==> src/rtl/my_pkg.sv <==
// Shared types and decode helpers for the load/store unit.
package my_pkg;

    typedef enum logic [3:0] {
        NOP, LB, LBU, LH, LHU, LW, LWU, LD, SB, SH, SW, SD
    } mem_op_t;

    typedef enum logic [1:0] {
        IDLE, REQ, WAIT, RESP
    } lsu_state_t;

    // log2 of the access size in bytes (NOP reports byte size, never used)
    function automatic logic [1:0] size_log2(input mem_op_t op);
        case (op)
            LH, LHU, SH: size_log2 = 2'd1;
            LW, LWU, SW: size_log2 = 2'd2;
            LD, SD:      size_log2 = 2'd3;
            default:     size_log2 = 2'd0;
        endcase
    endfunction

    function automatic logic is_store(input mem_op_t op);
        is_store = (op == SB) || (op == SH) || (op == SW) || (op == SD);
    endfunction

    function automatic logic is_signed(input mem_op_t op);
        is_signed = (op == LB) || (op == LH) || (op == LW);
    endfunction

endpackage

==> src/rtl/lsu_align.sv <==
// Combinational lane steering: byte enables, store-data placement, load extraction and extension.
module lsu_align
    import my_pkg::*;
#(
    parameter int XLEN   = 32,
    parameter int NB     = XLEN / 8,
    parameter int LANE_W = $clog2(NB)
) (
    input  mem_op_t           op,
    input  logic [LANE_W-1:0] lane,
    input  logic [XLEN-1:0]   wdata,
    input  logic [XLEN-1:0]   rdata,
    output logic [NB-1:0]     be,
    output logic [XLEN-1:0]   store_data,
    output logic [XLEN-1:0]   load_data
);

    logic [NB-1:0]   be_base;
    logic [XLEN-1:0] dmask;
    logic [XLEN-1:0] shifted;
    logic [XLEN-1:0] raw;
    logic            sign;

    // NOTE: every always_comb output gets a default first so no latch is inferred.
    always_comb begin
        be_base = NB'(8'h01);
        sign    = 1'b0;
        case (size_log2(op))
            2'd1:    be_base = NB'(8'h03);
            2'd2:    be_base = NB'(8'h0F);
            2'd3:    be_base = NB'(8'hFF);
            default: be_base = NB'(8'h01);
        endcase

        for (int i = 0; i < NB; i++) begin
            dmask[8*i +: 8] = {8{be_base[i]}};
        end

        be         = be_base << lane;
        store_data = (wdata & dmask) << {lane, 3'b000};

        shifted = rdata >> {lane, 3'b000};
        raw     = shifted & dmask;
        case (size_log2(op))
            2'd0:    sign = shifted[7];
            2'd1:    sign = shifted[15];
            2'd2:    sign = shifted[31];
            default: sign = 1'b0;
        endcase
        load_data = (is_signed(op) && sign) ? (raw | ~dmask) : raw;
    end

endmodule

==> src/rtl/load_store_unit.sv <==
// Single-outstanding load/store unit: accept, fault checks, request/grant handshake, response and writeback.
module load_store_unit
    import my_pkg::*;
#(
    parameter int XLEN    = 32,
    parameter int ADDR_W  = 32,
    parameter int TIMEOUT = 15
) (
    input  logic                clk,
    input  logic                reset,
    input  logic                op_valid,
    output logic                op_ready,
    input  mem_op_t             op,
    input  logic [XLEN-1:0]     base,
    input  logic [XLEN-1:0]     offset,
    input  logic [XLEN-1:0]     wdata,
    output logic                mem_req,
    output logic                mem_we,
    output logic [ADDR_W-1:0]   mem_addr,
    output logic [XLEN/8-1:0]   mem_be,
    output logic [XLEN-1:0]     mem_wdata,
    input  logic                mem_gnt,
    input  logic                mem_rvalid,
    input  logic [XLEN-1:0]     mem_rdata,
    output logic                wb_valid,
    output logic [XLEN-1:0]     wb_data,
    output logic                misaligned,
    output logic                access_fault,
    output logic                busy
);

    localparam int NB     = XLEN / 8;
    localparam int LANE_W = $clog2(NB);
    localparam int CNT_W  = $clog2(TIMEOUT + 1);

    lsu_state_t        state, state_nxt;
    mem_op_t           op_q;
    logic [XLEN-1:0]   wdata_q;
    logic [ADDR_W-1:0] ea_q;
    logic [XLEN-1:0]   rdata_q;
    logic [CNT_W-1:0]  cnt;
    logic              mis_nxt, fault_nxt;

    logic [ADDR_W-1:0] ea_in;
    logic [2:0]        align_mask;
    logic              illegal_in, misalign_in;
    logic [NB-1:0]     be_al;
    logic [XLEN-1:0]   store_al, load_al;

    assign ea_in       = ADDR_W'(base + offset);
    assign align_mask  = 3'((4'b0001 << size_log2(op)) - 4'd1);
    assign misalign_in = |(ea_in[2:0] & align_mask);
    assign illegal_in  = (XLEN == 32) && ((op == LD) || (op == LWU) || (op == SD));

    lsu_align #(.XLEN(XLEN)) u_align (
        .op         (op_q),
        .lane       (ea_q[LANE_W-1:0]),
        .wdata      (wdata_q),
        .rdata      (rdata_q),
        .be         (be_al),
        .store_data (store_al),
        .load_data  (load_al)
    );

    // Request outputs are gated by state so they read zero outside REQ and drop the instant reset hits.
    assign op_ready  = (state == IDLE);
    assign busy      = (state != IDLE);
    assign mem_req   = (state == REQ);
    assign mem_we    = mem_req && is_store(op_q);
    assign mem_addr  = mem_req ? {ea_q[ADDR_W-1:LANE_W], LANE_W'(0)} : '0;
    assign mem_be    = mem_req ? be_al : '0;
    assign mem_wdata = mem_req ? store_al : '0;

    always_comb begin
        state_nxt = state;
        mis_nxt   = 1'b0;
        fault_nxt = 1'b0;
        case (state)
            IDLE: begin
                if (op_valid && (op != NOP)) begin
                    // An illegal op outranks misalignment when both apply.
                    if (illegal_in)       fault_nxt = 1'b1;
                    else if (misalign_in) mis_nxt   = 1'b1;
                    else                  state_nxt = REQ;
                end
            end
            REQ: begin
                if (mem_gnt) state_nxt = is_store(op_q) ? IDLE : WAIT;
            end
            WAIT: begin
                if (mem_rvalid) begin
                    state_nxt = RESP;
                end else if (cnt == CNT_W'(TIMEOUT - 1)) begin
                    state_nxt = IDLE;
                    fault_nxt = 1'b1;
                end
            end
            RESP:    state_nxt = IDLE;
            default: state_nxt = IDLE;
        endcase
    end

    // NOTE: sequential state uses non-blocking assignments so every register samples pre-edge values.
    always_ff @(posedge clk or posedge reset) begin
        if (reset) begin
            state        <= IDLE;
            op_q         <= NOP;
            wdata_q      <= '0;
            ea_q         <= '0;
            rdata_q      <= '0;
            cnt          <= '0;
            wb_valid     <= 1'b0;
            wb_data      <= '0;
            misaligned   <= 1'b0;
            access_fault <= 1'b0;
        end else begin
            state        <= state_nxt;
            wb_valid     <= (state == RESP);
            misaligned   <= mis_nxt;
            access_fault <= fault_nxt;
            if (op_valid && (state == IDLE)) begin
                op_q    <= op;
                wdata_q <= wdata;
                ea_q    <= ea_in;
            end
            if (state == REQ)       cnt <= '0;
            else if (state == WAIT) cnt <= cnt + 1'b1;
            if ((state == WAIT) && mem_rvalid) rdata_q <= mem_rdata;
            if (state == RESP)                 wb_data <= load_al;
        end
    end

endmodule

==> config.mk <==
export PLATFORM = sky130hd
export DESIGN_NAME = load_store_unit
export DESIGN_NICKNAME = d
export VERILOG_FILES = /design/src/rtl/my_pkg.sv /design/src/rtl/lsu_align.sv /design/src/rtl/load_store_unit.sv
export SDC_FILE = /design/constraint.sdc
export NUM_CORES = 1
export LEC_CHECK = 0
export CAP_MARGIN = 15
export CORE_UTILIZATION = 49
export DETAILED_ROUTE_END_ITERATION = 8
export PLACE_DENSITY = 0.81
export SLEW_MARGIN = 15
export SYNTH_ARGS = -nofsm -noshare
export SYNTH_HDL_FRONTEND = slang
export SYNTH_SLANG_ARGS = --single-unit
==> constraint.sdc <==
create_clock -name clk -period 7.3 [get_ports clk]
set_input_delay 2.19 -clock clk [delete_from_list [all_inputs] [get_ports clk]]
set_output_delay 2.19 -clock clk [all_outputs]
set_load 0.005 [all_outputs]
==> results by group, run 1 <==
Outcome
  • Status: completed

Detailed routing
  • Routed WL: 26500 um
  • DRT antenna net count: 0
  • Wire length per cell: 18.3 um
  • DRC viols: 0
  • Vias/cell: 5.78
  • DR iter-0 viols: between 500 and 600
  • Via count: 8384
  • DRT Pass-1 Iters: 5

Critical path
  • CP max-delay cell: or2_1
  • Setup Crit Path Kind: register to primary output
  • Worst EP arrival: between 3000 and 4000 ps
  • Slowest stage delay, CP: 650 ps
  • Worst path bufs/invs: 2
  • Crit. End Element: primary output
  • CP delay by family, top: simple AND/OR/NAND/NOR gates
  • Sequence of cells on the critical path: inv_1 -> ha_1 -> o22ai_1 -> or2_1 -> and2_1 -> a221oi_1 -> nor2_1 -> clkdlybuf4s50_1
  • CP max FO: 18
  • Startpoint types: register
  • Required @ worst endpoint: 5110 ps

Logic synthesis
  • Mapped Area: 8780 um2
  • Synth unique cells: between 60 and 70
  • Seq/Total Area, Yosys: ~40%
  • Register bit total from synthesis: 141
  • Largest cells by area after synthesis: dfrtp_1, nand2_1, mux2_2
  • Synth top area share: 40.2%
  • Post-synth top flop: dfrtp_1
  • Synthesized instance count: roughly 1.0k
  • Yosys top cell by area: dfrtp_1
  • Yosys warns: 0
  • Ys async rst share: 100%
  • Post-synth EDFFs: 0
  • Avg Inst Size Synth: 8.65 um2

Global route
  • Initial antenna violation count: 0
  • First-pass GRT wire length: 41900 um
  • GRT overflow: 0
  • Total track usage: 29.2%
  • Pin count of the biggest net entering global routing: 96
  • Vias in the first global route: 8094

Floorplanning
  • Die W: around 140 um
  • CORE AREA: 17400 um2
  • DIE AREA: approximately 18000 um2
  • Initial Utilization: around half
  • I/O pin count: 244
  • Die Y: 136 um
  • # rows: 48

STA
  • Final setup fails: 0
  • Worst-margin pin slew: 1110 ps
  • Max-slew violation count: 0
  • Final Hold Vio Count: 0
  • F_max: 177 MHz
  • RSZ-0062 raised after global routing: false
  • Worst hold slack: 468 ps
  • Crit share post-route: 77.5%
  • Worst rel slew slack: 26.2%
  • Setup Skew: 8.62 ps
  • Minimum clock period: 5660 ps
  • Setup TNS Final: 0 ps

Finish
  • Share of cells above drive strength 1: 8.24%
  • Fin cells: ~1.5k
  • Number of antenna repair diodes: 0
  • NumNets Final: 1395
  • Fillers: 1401
  • Fin util: 67.9%
  • Area occupied by multi-input gates: 4870 um2
  • Synthesis-to-finish area growth: 34.8%
  • Register area: 3530 um2

Pwr
  • Total power: 4.57 mW
  • Leak pwr: 5.06 nW
  • Pwr dens: 386 nW/um2
  • Peak supply drop: 0.252 mV

Clocking
  • Clk pin slew, worst setup/hold paths: 60 ps
  • CTS tree: done
  • Max Buffers Root-to-Sink: 2
  • Root buffer cell: clkbuf_16
  • Hold_buf cts: 0
  • Post-cts sizing count: 0
  • CTS sink count: 141
  • H-Tree Level Count: 4
  • CTS buffer count: 17
  • Worst skew pair latency: 430 ps
  • Post-CTS setup buffer count: 0

Min path
  • Hold WC Path Type: register to register

Placement
  • Post-DP HPWL: 18800 um
  • GPL Wtd Cong: 0.948
  • IO buf count: around 240
  • Placed Cells: 1420

Flow run
  • Max-Cap Viols: 0
[layout make-up]
| type | instances | area share [%] |
|---|---|---|
| Timing Repair Buffer | 247 | 20.8 |
| Clock buffer | 19 | 3.83 |
| Multi-Input combinational cell | 779 | 41.2 |
| Clock inverter | 12 | 1.07 |
| Sequential cell | 141 | 29.8 |
| Inverter | 28 | 0.930 |
| Tap cell | 225 | 2.38 |
[path summary, 6_finish.rpt]
check	slack, ps	from	to	depth (start not counted)
setup / recovery	1640	op_q[0]	mem_wdata[21]	8
hold / removal	470	wdata_q[25]	wdata_q[25]	2
setup reg to reg	3810	ea_q[0]	wb_data[17]	8
hold reg to reg	470	wdata_q[25]	wdata_q[25]	2
max in group asynchronous	3820	reset	ea_q[1]	3
min in group asynchronous	2310	reset	cnt[3]	2
[flip-flops by register name, indices dropped and copies added (netlist names)]
signal / cells
ea_q: 32
wdata_q: 32
op_q: 4
wb_valid: 1
cnt: 4
rdata_q: 32
state: 2
wb_data: 32
misaligned: 1
access_fault: 1
[cell usage after synthesis, types with 12 or more instances]
master / n
a211oi_1: 26
a21o_1: 15
a21oi_1: 83
and2_1: 34
clkbuf_1: 48
dfrtp_1: 141
ha_1: 43
inv_1: 28
mux2_2: 49
mux2i_1: 21
nand2_1: 187
nand3_1: 15
nor2_1: 77
nor2b_1: 16
nor3_1: 12
o21ai_0: 75
[worst min-delay path, cell delays in order (launching register included)]
cell and delay (ps):
dfrtp_1 330, nand2_1 50, nand2_1 60
[power breakdown]
| part | total, mW | internal, mW | switching, mW |
|---|---|---|---|
| Sequential | 1.48 | 1.16 | 0.321 |
| Combinational | 2.23 | 1.09 | 1.13 |
| Clock | 0.864 | 0.495 | 0.369 |
| Total | 4.57 | 2.75 | 1.82 |
[stage by stage]
step                cell area (um2)  setup slack (ps)
floorplan                      8780              1330
global placement              11200              2230
detailed placement            11200              2130
CTS                           11800              1640
global route                  11800              1420
finish                        11800              1640
[logic make-up (layout without fill, tap and decap cells)]
kind of cell               Yosys count  count (layout)  synth area share [%]
other                                1               2                0.0427
buffers and inverters               96             306                  4.48
DFF                                141             141                  40.2
and+or+nand+nor                    377             377                  19.5
adders and majority gates           44              44                  6.36
AOI/OAI and AO/OA                  269             269                  19.1
xor gates and xnor gates            17              17                  1.70
muxes                               70              70                  8.68
[metal layers]
layer	track usage, %	routed length, um	vias up
met5	0	0	-
met2	48.5	13100	352
met4	9.80	582	0
met3	6.79	1770	51
met1	37.3	11000	4033
li1	-	-	3948
[layout by cell type (no fill, tap or decap), drive strengths merged, types with 7 or more instances in the layout]
cell type	count
clkdlybuf4s50	241
nand2	187
dfrtp	141
a21oi	83
o21ai	78
nor2	77
mux2	49
ha	43
and2	34
inv	34
a211oi	28
mux2i	21
clkbuf	19
nor2b	16
a21o	15
nand3	15
nor3	12
xor2	10
nand4	10
a221oi	9
a31oi	8
xnor2	7
No activity file was read; power rests on OpenSTA's default activity.
==> run 2, diff against run 1 <==
Settings changed: CORE_UTILIZATION 49 to 44, PLACE_DENSITY 0.81 to 0.77.
Clock period 7.3 ns to 5.07 ns, I/O delays scaled along.
==> results by group, run 2 (synthesis results as in run 1) <==
Pwr
  • Clock Power Share: about a fifth
  • Leak pwr: approximately 5.1 nW
  • Sequential share of power: 32.3%
  • Sw Ratio: between 30% and 40%
  • Peak supply drop: roughly 0.24 mV
  • Pint: ~4.1 mW
  • Total power: 6.66 mW
  • Sw power: about 2.6 mW
  • Combinational share of power: 47.6%
  • Pwr dens: 557 nW/um2

Finish
  • Fin cells: 1495
  • Most frequent cells in the layout: clkdlybuf4s50_1, nand2_1, dfrtp_1
  • Commonest non-fill, non-tap cell in the layout: clkdlybuf4s50_1
  • NumNets Final: approximately 1.4k
  • Design area: 11900 um2
  • Share of cells above drive strength 1: 8.30%
  • Fin util: 61.2%
  • Synthesis-to-finish area growth: 36.1%

Global route
  • Vias in the first global route: around 8k
  • First-pass GRT wire length: 40900 um
  • Initial antenna violation count: 0
  • Grt met1 use: between 30% and 40%
  • Total track usage: 25.6%
  • GRT overflow: 0
  • Global routing usage on met2: 43.9%
  • Pin count of the biggest net entering global routing: roughly 140
  • Busiest metal layer after global routing: met2
  • Met3 usage: 4.63%

Clocking
  • Clk pin slew, worst setup/hold paths: 60 ps
  • Post-cts sizing count: 0
  • H-Tree Level Count: 4
  • CTS buffer count: 17
  • Max Buffers Root-to-Sink: 2
  • Hold_buf cts: 0
  • Worst skew pair latency: 420 ps
  • Root buffer cell: clkbuf_16
  • CTS tree: done
  • Post-CTS setup buffer count: 0
  • CTS sink count: about 140

STA
  • Worst rel slew slack: 26.1%
  • Setup Skew: 11.8 ps
  • Worst-margin pin slew: 1110 ps
  • RSZ-0062 raised after global routing: false
  • F_max: 210 MHz
  • Setup TNS Final: 0 ps
  • Max-slew violation count: 0
  • Final Hold Vio Count: 0
  • Minimum clock period: 4770 ps
  • Crit share post-route: 94.1%
  • Final setup fails: 0

Floorplanning
  • Die W: about 140 um
  • Initial Utilization: 45.0%
  • I/O pin count: 244
  • DIE AREA: 20500 um2
  • CORE AREA: between 15000 and 20000 um2
  • Die Y: 143 um
  • # rows: 51

Critical path
  • CP max-delay cell: clkdlybuf4s50_1
  • Sequence of cells on the critical path: inv_1 -> ha_1 -> o22ai_1 -> or2_1 -> and2_1 -> a221oi_1 -> nor2_1 -> clkdlybuf4s50_1
  • Startpoint types: register
  • CP max FO: 10
  • Worst EP arrival: 3250 ps
  • Setup Crit Path Kind: register to primary output
  • CP delay by family, top: simple AND/OR/NAND/NOR gates
  • Slowest stage delay, CP: 520 ps
  • Crit. End Element: primary output
  • Required @ worst endpoint: 3550 ps
  • Worst path bufs/invs: 2

Placement
  • IO buf count: 241
  • Placed cell area: 11300 um2
  • Post-DP HPWL: 18500 um
  • GPL Wtd Cong: between 0.9 and 1
  • Placed Cells: 1462

Detailed routing
  • Wire length per cell: 17.2 um
  • DR iter-0 viols: 466
  • DRC viols: 0
  • DRT Pass-1 Iters: 6
  • Routed WL: 25800 um
  • DRT antenna net count: 0
  • Via count: between 8k and 9k
  • Vias/cell: 5.52

Outcome
  • Status: completed

Min path
  • Hold WC Path Type: register to register

Flow run
  • Max-Cap Viols: 0
-- run 2: power by group through the flow --
stage	logic [mW]	clock network [mW]	registers, mW
after floorplan	1.95	0	1.95
after global placement	3.09	0	2.14
after detailed placement	3.15	0	2.16
after CTS	3.18	1.34	2.15
after global routing	3.49	1.40	2.23
final	3.17	1.33	2.15
-- run 2: final cells by class --
cell class | instances | area (um2)
Tap cell | 265 | 332
Inverter | 28 | 109
Timing Repair Buffer | 249 | 2480
Sequential cell | 141 | 3530
Clock inverter | 12 | 174
Multi-Input combinational cell | 779 | 4870
Antenna cell | 1 | 2.50
Clock buffer | 20 | 447
Fill cell | 1694 | 7580
-- run 2: path summary, 6_finish.rpt --
kind	slack [ps]	startpoint	depth (start not counted)	to
worst max register to register	1640	ea_q[0]	9	wb_data[22]
min in group asynchronous	1650	reset	3	ea_q[3]
worst min-delay path	470	wdata_q[27]	2	wdata_q[27]
worst min register to register	470	wdata_q[27]	2	wdata_q[27]
worst max-delay path	300	op_q[0]	8	mem_wdata[17]
max in group asynchronous	2790	reset	3	ea_q[1]
-- run 2: metal layers --
layer,vias up,wire length (um)
met5,-,0
met4,0,599
met3,47,1480
met2,288,12700
met1,3958,11000
li1,3959,-
-- run 2: worst min-delay path: stages, from the launching register on --
cell     delay [ps]
dfrtp_1         330
nand2_1          50
nand2_1          50
-- run 2: through the flow --
step,setup slack (ps),hold slack [ps]
2_1_floorplan,1500,438
3_3_place_gp,840,450
3_5_place_dp,752,455
4_1_cts,312,470
5_1_grt,69.6,487
6_report,298,467
==> run 3, diff against run 2 <==
Settings changed: PLACE_DENSITY 0.77 to default, PLACE_DENSITY_LB_ADDON from default to 0.25.
==> results by group, run 3 (synthesis results as in run 1) <==
Critical path
  • Crit. End Element: primary output
  • Worst EP arrival: 3260 ps
  • Worst r2r path cells: 9
  • Slowest stage delay, CP: 540 ps
  • Startpoint types: register
  • Sequence of cells on the critical path: inv_1 -> ha_1 -> o22ai_1 -> or2_1 -> and2_1 -> a221oi_1 -> nor2_1 -> clkdlybuf4s50_1
  • CP max-delay cell: clkdlybuf4s50_1
  • Setup Crit Path Kind: register to primary output
  • Required @ worst endpoint: 3550 ps
  • FF-to-FF setup slack: 1810 ps
  • CP max FO: 10

STA
  • Minimum clock period: 4780 ps
  • Final Hold Vio Count: 0
  • Crit share post-route: 94.2%
  • Setup TNS Final: 0 ps
  • Setup WS post-layout: a little under 300 ps
  • Max-slew violation count: 0
  • Worst-margin pin slew: 970 ps
  • Setup Skew: roughly 11 ps
  • Final setup fails: 0
  • F_max: between 200 and 250 MHz
  • RSZ-0062 raised after global routing: false
  • Worst rel slew slack: 35.4%

Placement
  • Post-DP HPWL: between 15000 and 20000 um
  • IO buf count: 241
  • GPL Wtd Cong: 0.908
  • Setup WS pre-CTS: 770 ps
  • Placed cell area: roughly 11000 um2

Clocking
  • Clk pin slew, worst setup/hold paths: approximately 70 ps
  • Root buffer cell: clkbuf_16
  • Post-CTS setup buffer count: 0
  • CTS buffer count: 17
  • H-Tree Level Count: 4
  • Max Buffers Root-to-Sink: 2
  • Post-cts sizing count: 0
  • Worst skew pair latency: roughly 430 ps
  • Hold_buf cts: 0
  • CTS tree: done
  • CTS sink count: 141

Detailed routing
  • Via count: 8174
  • Wire length per cell: ~17 um
  • Vias/cell: 5.45
  • DRC viols: 0
  • Routed WL: around 25000 um
  • DR iter-0 viols: 474
  • DRT Pass-1 Iters: 5
  • DRT antenna net count: 0

Floorplanning
  • Die W: 143 um
  • DIE AREA: 20500 um2
  • CORE AREA: 19500 um2
  • # rows: 51
  • Die Y: 143 um
  • I/O pin count: approximately 240
  • Initial Utilization: 45.0%

Global route
  • Total track usage: 25.1%
  • Pin count of the biggest net entering global routing: 63
  • Initial antenna violation count: 3
  • Vias in the first global route: 7768
  • First-pass GRT wire length: about 40000 um
  • GRT overflow: 0

Min path
  • Hold Path Cell Cnt: 2
  • Hold WC Path Type: register to register

Pwr
  • Leak pwr: 5.12 nW
  • Pwr dens: 550 nW/um2
  • Total power: 6.61 mW
  • Peak supply drop: around 0.36 mV

Finish
  • Fin util: 61.5%
  • Fillers: 1729
  • Commonest non-fill, non-tap cell in the layout: clkdlybuf4s50_1
  • Design area: 12000 um2
  • NumNets Final: 1401
  • Area occupied by multi-input gates: 4870 um2
  • Share of cells above drive strength 1: between 8 and 9%
  • Register area: 3530 um2
  • Most frequent cells in the layout: clkdlybuf4s50_1, nand2_1, dfrtp_1
  • Synthesis-to-finish area growth: 36.8%

Outcome
  • Status: completed

Flow run
  • Max-Cap Viols: 0
-- run 3: layout make-up --
type / count / area share [%]
clock buffer: 17 / 3.54
antenna: 2 / 0.0417
clock inverter: 15 / 1.65
inverter: 28 / 0.907
timing repair buffer: 253 / 21.2
sequential: 141 / 29.4
multi-input combinational: 779 / 40.5
tap: 265 / 2.76
-- run 3: final timing paths --
kind                        startpoint       endpoint
max                            op_q[1]  mem_wdata[18]
min                        wdata_q[29]    wdata_q[29]
max reg2reg                    ea_q[0]    wb_data[16]
min reg2reg                wdata_q[29]    wdata_q[29]
max in group asynchronous        reset    rdata_q[13]
min in group asynchronous        reset        ea_q[8]
-- run 3: per-stage QoR --
step	hold WS, ps	std cells
floorplan	438	1016
detailed placement	456	1465
finish	472	1500
CTS	474	1497
global route	498	1498
global placement	452	1465
-- run 3: per-layer routing --
metal / wire length [um] / up-vias / track usage [%]
met5: 13 / - / 0
li1: - / 3970 / -
met2: 11800 / 272 / 40.8
met3: 1660 / 34 / 5.67
met4: 461 / 2 / 7.28
met1: 11200 / 3896 / 33.3
-- run 3: power breakdown --
part	internal, mW	switching (mW)
Sequential	1.67	0.468
Clock	0.716	0.586
Combinational	1.59	1.57
-- run 3: worst max-delay path, delay by kind of cell (launching register included) --
family / cells / cell delay (ps)
flip-flops: 1 / 400
AO/OA/AOI/OAI: 2 / 500
adder cells (fa/ha/maj): 1 / 290
AND/OR/NAND/NOR: 3 / 1010
buffers and inverters: 2 / 630
